--- src/rtl/vga_scanout.sv ---
// vga_scanout: VGA timing generator and frame-store display reader, with swaps
// of the double buffer deferred to the start of vertical blanking.
module vga_scanout #(
    parameter int   H_ACTIVE    = 640,
    parameter int   H_FP        = 16,
    parameter int   H_SYNC      = 96,
    parameter int   H_BP        = 48,
    parameter int   V_ACTIVE    = 480,
    parameter int   V_FP        = 10,
    parameter int   V_SYNC      = 2,
    parameter int   V_BP        = 33,
    parameter logic SYNC_ACTIVE = 1'b0,
    parameter int   PIXEL_W     = 24
) (
    input  logic               clock,
    input  logic               reset,
    output logic [9:0]         address_x,
    output logic [9:0]         address_y,
    input  logic [PIXEL_W-1:0] pixel_data,
    input  logic               swap_request,
    output logic               switch_buffer,
    output logic               swap_pending,
    output logic               frame_start,
    output logic               hsync,
    output logic               vsync,
    output logic               active,
    output logic [PIXEL_W-1:0] rgb
);
    localparam logic [9:0] H_VIS  = 10'(H_ACTIVE);
    localparam logic [9:0] V_VIS  = 10'(V_ACTIVE);
    localparam logic [9:0] HS_BEG = 10'(H_ACTIVE + H_FP);
    localparam logic [9:0] HS_END = 10'(H_ACTIVE + H_FP + H_SYNC);
    localparam logic [9:0] VS_BEG = 10'(V_ACTIVE + V_FP);
    localparam logic [9:0] VS_END = 10'(V_ACTIVE + V_FP + V_SYNC);
    localparam logic [9:0] H_LAST = 10'(H_ACTIVE + H_FP + H_SYNC + H_BP - 1);
    localparam logic [9:0] V_LAST = 10'(V_ACTIVE + V_FP + V_SYNC + V_BP - 1);

    typedef enum logic {IDLE, PENDING} state_t;

    logic [9:0]         h_q, h_d, v_q, v_d;
    logic               vis, hs, vs, swap_point;
    logic               active_q, active_d, hsync_q, hsync_d, vsync_q, vsync_d;
    logic [PIXEL_W-1:0] rgb_q, rgb_d;
    state_t             state_q, state_d;

    always_comb begin
        h_d        = (h_q == H_LAST) ? '0 : h_q + 10'd1;
        v_d        = (h_q != H_LAST) ? v_q : (v_q == V_LAST) ? '0 : v_q + 10'd1;
        vis        = (h_q < H_VIS) && (v_q < V_VIS);
        hs         = (h_q >= HS_BEG) && (h_q < HS_END);
        vs         = (v_q >= VS_BEG) && (v_q < VS_END);
        swap_point = (h_q == '0) && (v_q == V_VIS);
        active_d   = vis;
        rgb_d      = vis ? pixel_data : '0;
        hsync_d    = hs ? SYNC_ACTIVE : ~SYNC_ACTIVE;
        vsync_d    = vs ? SYNC_ACTIVE : ~SYNC_ACTIVE;
    end

    always_ff @(posedge clock or posedge reset) begin
        if (reset) begin
            h_q      <= '0;
            v_q      <= '0;
            active_q <= 1'b0;
            rgb_q    <= '0;
            hsync_q  <= ~SYNC_ACTIVE;
            vsync_q  <= ~SYNC_ACTIVE;
            state_q  <= IDLE;
        end else begin
            h_q      <= h_d;
            v_q      <= v_d;
            active_q <= active_d;
            rgb_q    <= rgb_d;
            hsync_q  <= hsync_d;
            vsync_q  <= vsync_d;
            state_q  <= state_d;
        end
    end

    // A request landing on the swap point is served at once and never parks in PENDING.
    always_comb begin
        state_d = state_q;
        if (state_q == IDLE)
            state_d = (swap_request && !swap_point) ? PENDING : IDLE;
        else
            state_d = swap_point ? IDLE : PENDING;
    end

    always_comb begin
        swap_pending  = (state_q == PENDING);
        switch_buffer = swap_point && ((state_q == PENDING) || swap_request);
    end

    // Reset holds the counters at (0,0), so frame_start is masked while reset is high.
    assign frame_start = ~reset && (h_q == '0) && (v_q == '0);
    assign address_x   = vis ? h_q : '0;
    assign address_y   = vis ? v_q : '0;
    assign active      = active_q;
    assign rgb         = rgb_q;
    assign hsync       = hsync_q;
    assign vsync       = vsync_q;
endmodule

--- config.mk ---
export PLATFORM = sky130hd
export DESIGN_NAME = vga_scanout
export DESIGN_NICKNAME = d
export VERILOG_FILES = /design/src/rtl/vga_scanout.sv
export SDC_FILE = /design/constraint.sdc
export NUM_CORES = 1
export LEC_CHECK = 0
export CAP_MARGIN = 40
export CORE_MARGIN = 2
export CORE_UTILIZATION = 44
export DETAILED_ROUTE_END_ITERATION = 12
export PLACE_DENSITY = 0.77
export RECOVER_POWER = 50
export SETUP_SLACK_MARGIN = 0.05
export SYNTH_ARGS = -nofsm -noshare
export SYNTH_HDL_FRONTEND = slang
export SYNTH_SLANG_ARGS = --single-unit
--- constraint.sdc ---
create_clock -name clock -period 2.3 [get_ports clock]
set_clock_uncertainty 0.2 [all_clocks]
set_input_delay 0.46 -clock clock [delete_from_list [all_inputs] [get_ports clock]]
set_output_delay 0.46 -clock clock [all_outputs]
set_load 0.03 [all_outputs]
# ---- Word-level counts from Yosys, hierarchy flattened
# Index checks and enable logic that the tools add are counted.
dict set report word_totals {
  elab_cells 42
  input_bits 27
  output_inout_bits 50
  register_bits 48
}
dict set report classes {
  order_cmp 6
  reduce_logical 12
  n_mux 10
  n_bitwise 1
  n_eq_ne 4
  addsub 2
}
# cell n
set op_table {}
lappend op_table {{2-to-1 mux 10 bit} 4}
lappend op_table {{2-to-1 mux 24 bit} 1}
lappend op_table {{adder 10 x 1 -> 10 bit, second input constant} 2}
lappend op_table {{== test 10 bit, second input constant} 2}
lappend op_table {{logical NOT 10 bit} 2}
lappend op_table {{less-than comparator 10 bit, second input constant} 2}
lappend op_table {{less-than comparator 10 x 9 -> 1 bit, second input constant} 2}
lappend op_table {{== test 10 x 9 -> 1 bit, second input constant} 1}
lappend op_table {{greater-or-equal comparator 10 bit, second input constant} 1}
lappend op_table {{greater-or-equal comparator 10 x 9 -> 1 bit, second input constant} 1}
lappend op_table {{inequality test 10 bit, second input constant} 1}
lappend op_table {{logical AND 1 bit} 8}
lappend op_table {{2-to-1 mux 1 bit} 5}
lappend op_table {{logical NOT 1 bit} 1}
lappend op_table {{logical OR 1 bit} 1}
lappend op_table {{inverter 1 bit} 1}

# ---- Longest topological paths before layout
# Gate-level depths: netlist of run 1.
dict set report depth {
  word_depth 6
  depth_mapped 7
}

# ---- Worst setup path after synthesis of run 1
# OpenSTA, ideal clock, no wires.
dict set report synth_timing {
  kind {register -> output}
  startpoint {register v_q[6]}
  endpoint {output port frame_start}
  n_path_buf 0
  t_arrival_ns 1.464
  path_slack_ns 0.176
  stages_incl_launch_ff 4
  cell_sequence {dfrtp_1 or4_1 nor4_1 and4_1}
}
dict set report synth_via {
  elab_chain_cells 2
}
# element line_no
set synth_rtl {}
lappend synth_rtl {{from (decl)} 40} ;# logic [9:0] h_q, h_d, v_q, v_d;
lappend synth_rtl {{from (signal assigned)} 70} ;# v_q <= v_d;
lappend synth_rtl {{logical NOT 10 bit} 94} ;# assign frame_start = ~reset && (h_q == '0) && (v_q == '0);
lappend synth_rtl {{logical AND 1 bit} 94}
lappend synth_rtl {{to (decl)} 23} ;# output logic frame_start,
# Every way passes these cells.

# ---- Worst setup path after layout of run 1
dict set report layout_timing {
  startpoint {register v_q[4]}
  endpoint {output port frame_start}
}
# The elaborated chain is that of the path after synthesis.

==> out/results.txt, run 1 <==
die area: 0.00546 mm²
total gr overflow: 0
most common cell after layout, fill and taps aside: clkdlybuf4s50_1
average routed wire per standard cell: 15.1 µm
final instance area: 0.00335 mm²
CTS Hold Bufs: 0
IO Count: 77
TNS Setup: -2.39 ns
most frequent cells in the layout: clkdlybuf4s50_1, dfrtp_1, and2_1
failing checks: setup timing
Post-synth EDFFs: 0
DR pass1 iterations: 4
Placed Area: 0.00296 mm²
Final Max Slew Viols: 0
RSZ-0062 raised after global routing: true
reg2reg setup slack: 0.19 ns
H-tree depth: 2
max cap viols: 0
Synth warnings: 0
Clock transition at path regs: 0.08 ns
diode count: 0
Synth Net Count: 229
Final nets: 325
post-synth top area share: 0.536
critical path class: reg2out
vias: 1786
Hold Crit Class: reg2reg
Seq cells post-synth: 48
Remaining DRCs: 0
antenna-violating nets left: 0
Cell variety after synth: 38
Max VDD drop: 0.338 mV
static leakage: 0.00150 µW
synthesized area: 0.00215 mm²
pwr/cell area: 470 mW/mm²
post-route minimum period: 2.46 ns
cell count after synthesis: 198
dpl hpwl: 3600 µm
WP data required: 1.64 ns
sequential cell area: 0.00120 mm²
clk_lat worst skew: 0.31 ns
fin crit share: 1.07
Setup crit end kind: output pin
first-pass GRT wire length: 8580 µm
CTS Buf Count: 5
largest net degree at the start of global routing: 29
core box area: 0.00472 mm²
area delta synth->final: 55.9%
Clk Tree Root Cell: clkbuf_8
Total Wirelength: 5470 µm
Worst Setup Start Kind: flop
Worst Path Max Fanout: 2
post-synthesis sequential area ratio: 0.560
Post-synth ARST share: 1.00
gp weighted congestion: 0.822
final worst setup slack: -0.159 ns
Setup-failing EPs final: 21
clock buffer depth: 2
layout cells sized above 1: 0.261
CTS tree: yes
Peak Freq: 407 MHz
Worst-Margin Slew: 0.498 ns
Final Hold Fails: 0
post-synth top area cell: dfrtp_1
Multi-input gate area: 901 µm²
initial antenna violation count: 0
fillers: 340
status: finished, violations left
Iter 0 DRT Violations: 101
gr usage total: 0.213
# rows: 25
Die Span Y: 73.9 µm
dominant cells by area after synthesis: dfrtp_1, and2_1, nand3_1, dfstp_2, xor2_1
Syn Area/Cell: 10.9 µm²
Die W: 73.9 µm
Buffers on Ports: 75
Via density: 4.93
Hold Slack: 0.335 ns
Top FF cell, synth: dfrtp_1
Arr. time, crit path: 1.80 ns
headroom to the max-slew limit: 0.667
initial core utilization: 0.455
vias in the first global route: 1714
Clock Sinks: 48
layout make-up:
| cell class | instances | share of cell area |
|---|---|---|
| Timing Repair Buffer | 103 | 0.311 |
| Multi-Input combinational cell | 130 | 0.269 |
| Tap cell | 67 | 0.0250 |
| Inverter | 6 | 0.00672 |
| Clock buffer | 6 | 0.0247 |
| Sequential cell | 48 | 0.359 |
| Clock inverter | 2 | 0.00448 |
synthesized netlist by cell type, types with 5 or more instances:
cell type,number
dfrtp_1,46
and2_1,42
nand3_1,12
nand2_1,9
clkbuf_1,8
nor2_1,7
o21ai_0,7
inv_1,6
xor2_1,6
nand4_1,5
report_power, final:
| part | internal, µW | switching (µW) | leakage (µW) |
|---|---|---|---|
| logic | 87.6 | 84.1 | 0.000869 |
| registers | 864 | 5.06 | 0.000583 |
| clock network | 244 | 290 | 0.0000434 |
worst paths after layout:
check,from,depth (start not counted),end
max in group asynchronous,reset,3,rgb[23]$_DFF_PP0_
max reg2reg,h_q[0]$_DFF_PP0_,6,v_q[9]$_DFFE_PP0N_
min,swap_pending$_DFF_PP0_,1,swap_pending$_DFF_PP0_
min reg2reg,swap_pending$_DFF_PP0_,1,swap_pending$_DFF_PP0_
max,v_q[4]$_DFFE_PP0N_,4,frame_start
min in group asynchronous,reset,2,rgb[22]$_DFF_PP0_
kinds of logic after synthesis:
kind of cell	synth area share
flip-flops	0.560
other	0.00175
buffers and inverters	0.0495
multiplexers	0.00466
adder cells (fa/ha/maj)	0.0233
AND/OR/NAND/NOR	0.288
AO/OA/AOI/OAI	0.0320
XOR/XNOR	0.0408
flip-flops by register name (all words and copies together) (netlist names):
| register | cells |
|---|---|
| active | 1 |
| h_q | 10 |
| hsync | 1 |
| v_q | 10 |
| swap_pending | 1 |
| rgb | 24 |
| vsync | 1 |
metal layers:
layer / part of all wire / GRT usage
met5: 0 / 0
met3: 0.037 / 0.0370
met2: 0.54 / 0.370
met1: 0.41 / 0.266
met4: 0.015 / 0.0727
repair_timing:
item                       4_1_cts  5_1_grt
pin swaps                        1        7
buffers inserted                 9        4
resized for setup               33        7
gates cloned                     2        0
setup endpoints to repair       21       21
metrics by stage:
| step | std cells | total power [µW] | util | setup WS (ns) |
|---|---|---|---|---|
| floorplan | 198 | 962 | - | 0.176 |
| global placement | 339 | 1060 | 0.626 | 0.162 |
| detailed placement | 339 | 1060 | 0.626 | 0.135 |
| CTS | 358 | 1590 | 0.696 | -0.134 |
| global route | 362 | 1630 | 0.709 | -0.222 |
| finish | 362 | 1570 | 0.709 | -0.159 |
critical path, cell delays in order (launching register included):
cell     delay, ns
dfrtp_1       0.43
or4_4         0.55
nor4_2        0.14
and4_1        0.24
buf_6         0.14
(Power assumes the default switching activity.)
==> run 2: changes to the inputs <==
- CORE_MARGIN: 2 -> unset
==> run 2 against run 1 <==
Against the previous run: critical endpoint unchanged; the flow still finishes with violations (setup timing); register-to-register slack worse by 0.02 ns; sequential share of layout area decreased by 0.51 points; global-route usage rose by 0.69 points; worst hold slack got worse by 0.0082 ns; design area up 1.6%; flip-flop and latch count did not move; largest power group unchanged; highest routed layer unchanged; cell count is 1.1% higher.
==> out/results.txt, run 2 (same netlist as run 1, synthesis figures left out) <==
Clock transition at path regs: 0.09 ns
Buffers on Ports: 75
Setup crit end kind: output pin
first-pass GRT wire length: 8510 µm
Final Max Slew Viols: 0
initial core utilization: 0.455
Die Span Y: 71.9 µm
DR pass1 iterations: 4
initial antenna violation count: 0
CTS Buf Count: 5
vias in the first global route: 1655
static leakage: 0.00153 µW
RSZ-0062 raised after global routing: true
pwr/cell area: 493 mW/mm²
status: finished, violations left
Hold Crit Class: in2async
Clk Tree Root Cell: clkbuf_8
Clock Sinks: 48
gr usage total: 0.220
Final nets: 329
Worst Setup Start Kind: flop
clock buffer depth: 2
max cap viols: 0
total gr overflow: 0
Flop pwr share: 0.517
H-tree depth: 2
WP data required: 1.64 ns
Peak Freq: 408 MHz
vias: 1813
final worst setup slack: -0.152 ns
largest net degree at the start of global routing: 24
critical path class: reg2out
sequential cell area: 0.00121 mm²
Via density: 4.95
layout cells sized above 1: 0.331
Iter 0 DRT Violations: 123
Placed Area: 0.00299 mm²
antenna-violating nets left: 0
IO Count: 77
most common cell after layout, fill and taps aside: clkdlybuf4s50_1
Clk pwr share: 0.380
CTS tree: yes
Remaining DRCs: 0
area delta synth->final: 58.5%
Multi-input gate area: 956 µm²
most frequent cells in the layout: clkdlybuf4s50_1, dfrtp_1, buf_4
clk_lat worst skew: 0.30 ns
WL met3: 240 µm
fin crit share: 1.07
diode count: 0
M1 WL: 2250 µm
CTS Hold Bufs: 0
combinational group share of total power: 0.102
Power Total: 1680 µW
Net Sw Frac: 0.221
P_int: 1310 µW
die area: 0.00517 mm²
Worst Path Max Fanout: 2
# rows: 25
post-route minimum period: 2.45 ns
top routing layer used: met4
max FFs per register: 24
Total Wirelength: 5590 µm
core box area: 0.00472 mm²
Max VDD drop: 0.417 mV
final instance area: 0.00340 mm²
Setup-failing EPs final: 15
dpl hpwl: 3590 µm
Arr. time, crit path: 1.79 ns
average routed wire per standard cell: 15.3 µm
Final Hold Fails: 0
Layout Utilization: 0.721
failing checks: setup timing
TNS Setup: -0.669 ns
Sw Pwr: 372 µW
fillers: 324
gp weighted congestion: 0.823
Die W: 71.9 µm
Hold Slack: 0.327 ns
met2 WL post-DR: 2970 µm
-- run 2: what timing repair did --
action / 4_1_cts / 5_1_grt
resized for setup: 28 / 29
cloned: 2 / 0
pin swaps: 2 / 10
setup endpoints to repair: 21 / 22
setup buffers: 7 / 6
-- run 2: per-stage QoR --
stage	cells	setup WS, ns
after floorplan	198	0.176
after global placement	343	0.0404
after detailed placement	343	0.0247
after CTS	360	-0.168
after global routing	366	-0.230
final	366	-0.152
-- run 2: final cells by class --
type | count | area share
Timing Repair Buffer | 105 | 0.298
Tap cell | 67 | 0.0246
Inverter | 6 | 0.00662
Sequential cell | 48 | 0.354
Clock inverter | 2 | 0.0114
Multi-Input combinational cell | 132 | 0.281
Clock buffer | 6 | 0.0243
-- run 2: path summary, 6_finish.rpt --
check                                  startpoint                      to  slack [ns]  cells past startpoint
max                            v_q[6]$_DFFE_PP0N_             frame_start       -0.15                      4
min                                         reset        active$_DFF_PP0_        0.33                      2
max reg2reg                      h_q[0]$_DFF_PP0_      v_q[8]$_DFFE_PP0N_        0.17                      6
min reg2reg                swap_pending$_DFF_PP0_  swap_pending$_DFF_PP0_        0.33                      1
max in group asynchronous                   reset       rgb[13]$_DFF_PP0_        1.09                      3
min in group clock         swap_pending$_DFF_PP0_  swap_pending$_DFF_PP0_        0.33                      1
-- run 2: per-layer routing --
metal | up-vias | GRT usage
met2 | 70 | 0.371
met4 | 0 | 0.0763
li1 | 859 | -
met1 | 872 | 0.283
met5 | - | 0
met3 | 12 | 0.0436
-- run 2: power groups by stage --
stage / Clock, µW / Combinational (µW) / Sequential (µW)
final: 639 / 172 / 869
after global routing: 687 / 183 / 871
after CTS: 658 / 175 / 869
after detailed placement: 0 / 174 / 886
after global placement: 0 / 172 / 886
after floorplan: 0 / 29.7 / 932
-- run 2: worst max-delay path: stages, from the launching register on --
cell and delay [ns]:
dfrtp_1 0.40, or4_4 0.55, nor4_2 0.14, and4_1 0.26
buf_6 0.14
==> run 3: changes to the inputs <==
- CORE_ASPECT_RATIO: unset -> 1.1
==> run 3 against run 2 <==
Against the previous run: the run still ends with setup timing left; sequential share of layout area increased by 2.4 points; via count decreased by 1.7%; fmax increased by 1.6%; clock power increased by 3%; critical path depth unchanged; total power increased by 1.0%; global-route usage decreased by 0.71 points; die area about the same; critical endpoint unchanged.
==> out/results.txt, run 3 (same netlist as run 1, synthesis figures left out) <==
status: finished, violations left
failing checks: setup timing
critical path's largest stage delay: 0.54 ns
initial antenna violation count: 0
clock buffer depth: 2
Sw Pwr: 364 µW
combinational group share of total power: 0.099
clk_lat worst skew: 0.30 ns
DR pass1 iterations: 4
Remaining DRCs: 0
Total Wirelength: 5110 µm
Placed Area: 0.00294 mm²
layout cells sized above 1: 0.221
Clock transition at path regs: 0.09 ns
Arr. time, crit path: 1.75 ns
R2R cell count: 6
vias in the first global route: 1674
Multi-input gate area: 875 µm²
CTS tree: yes
worst path bufs/invs: 1
Die Span Y: 75.3 µm
Worst Setup Start Kind: flop
first-pass GRT wire length: 7890 µm
Die W: 68.6 µm
vias: 1783
CP max stage cell: or4_4
# rows: 26
CTS Hold Bufs: 0
CTS Buf Count: 5
crit-path cells: or4_4 -> nor4_2 -> and4_1 -> buf_6
post-route minimum period: 2.41 ns
sequential cell area: 0.00121 mm²
Final Hold Fails: 0
crit path from: v_q[6]$_DFFE_PP0N_
Worst Path Max Fanout: 2
Clock Sinks: 48
placed insts: 326
WP data required: 1.64 ns
r2r endpoint: v_q[3]$_DFFE_PP0N_
gr usage total: 0.213
reg2reg setup slack: 0.17 ns
gp weighted congestion: 0.852
Worst-Margin Slew: 0.897 ns
Final Max Slew Viols: 0
Setup-failing EPs final: 21
max cap viols: 0
area delta synth->final: 48.7%
initial core utilization: 0.459
most frequent cells in the layout: clkdlybuf4s50_1, dfrtp_1, and2_1
Crit path depth: 4
core box area: 0.00468 mm²
Setup crit end kind: output pin
final worst setup slack: -0.113 ns
Iter 0 DRT Violations: 131
average routed wire per standard cell: 14.8 µm
Crit path max-delay family: simple AND/OR/NAND/NOR gates
diode count: 0
critical path class: reg2out
largest net degree at the start of global routing: 25
fin crit share: 1.05
fillers: 349
most common cell after layout, fill and taps aside: clkdlybuf4s50_1
Peak Freq: 414 MHz
Clk Tree Root Cell: clkbuf_8
Flop pwr share: 0.513
Critical Path End: frame_start
Hold Slack: 0.341 ns
Max VDD drop: 0.430 mV
Buffers on Ports: 75
max FFs per register: 24
Net Sw Frac: 0.215
final instance area: 0.00320 mm²
Via density: 5.17
total gr overflow: 0
RSZ-0062 raised after global routing: true
worst r2r src: h_q[0]$_DFF_PP0_
dpl hpwl: 3270 µm
Hold Crit Class: reg2reg
Clk pwr share: 0.388
count of non-filler cells in the finished layout: 345
P_int: 1330 µW
static leakage: 0.00144 µW
Final nets: 319
headroom to the max-slew limit: 0.401
antenna-violating nets left: 0
H-tree depth: 2
die area: 0.00517 mm²
IO Count: 77
pwr/cell area: 531 mW/mm²
## run 3: layout make-up
class / instances / share of cell area
sequential: 48 / 0.378
timing repair buffer: 97 / 0.280
multi-input combinational: 130 / 0.274
clock buffer: 7 / 0.0301
tap: 56 / 0.0219
clock inverter: 1 / 0.00940
inverter: 6 / 0.00705
## run 3: layer usage
layer  part of all wire  vias up  track usage
met5                  0        -            0
met4              0.013        0       0.0718
met3              0.095        8       0.0955
met2               0.48       81        0.329
met1               0.41      857        0.264
li1                   -      837            -
## run 3: worst min path at each step
stage,from,endpoint,slack (ns),cells after the start
5_1_grt,v_q[1]$_DFFE_PP0N_,vsync$_DFF_PP1_,0.34,1
6_report,v_q[0]$_DFFE_PP0N_,v_q[0]$_DFFE_PP0N_,0.34,1
3_3_place_gp,swap_pending$_DFF_PP0_,swap_pending$_DFF_PP0_,0.30,1
2_1_floorplan,h_q[0]$_DFF_PP0_,h_q[0]$_DFF_PP0_,0.28,1
4_1_cts,h_q[0]$_DFF_PP0_,h_q[0]$_DFF_PP0_,0.33,1
3_5_place_dp,swap_pending$_DFF_PP0_,swap_pending$_DFF_PP0_,0.32,1
## run 3: repair_timing
action	4_1_cts	5_1_grt
pin swaps	4	5
endpoints found under the setup margin	21	21
resized for setup	7	7
buffers inserted	3	7
cloned	1	0
## run 3: power by group through the flow
stage | Combinational, µW | Clock, µW | Sequential [µW]
floorplan | 29.7 | 0 | 932
global placement | 172 | 0 | 886
detailed placement | 174 | 0 | 887
CTS | 176 | 674 | 870
global route | 180 | 712 | 872
finish | 168 | 659 | 870
## run 3: metrics by stage
step | setup WS (ns) | total power, µW | setup TNS, ns | util
after floorplan | 0.176 | 962 | 0 | -
after global placement | 0.0206 | 1060 | 0 | 0.628
after detailed placement | 0.0626 | 1060 | 0 | 0.628
after CTS | -0.142 | 1720 | -2.03 | 0.674
after global routing | -0.220 | 1760 | -3.28 | 0.682
final | -0.113 | 1700 | -1.57 | 0.682
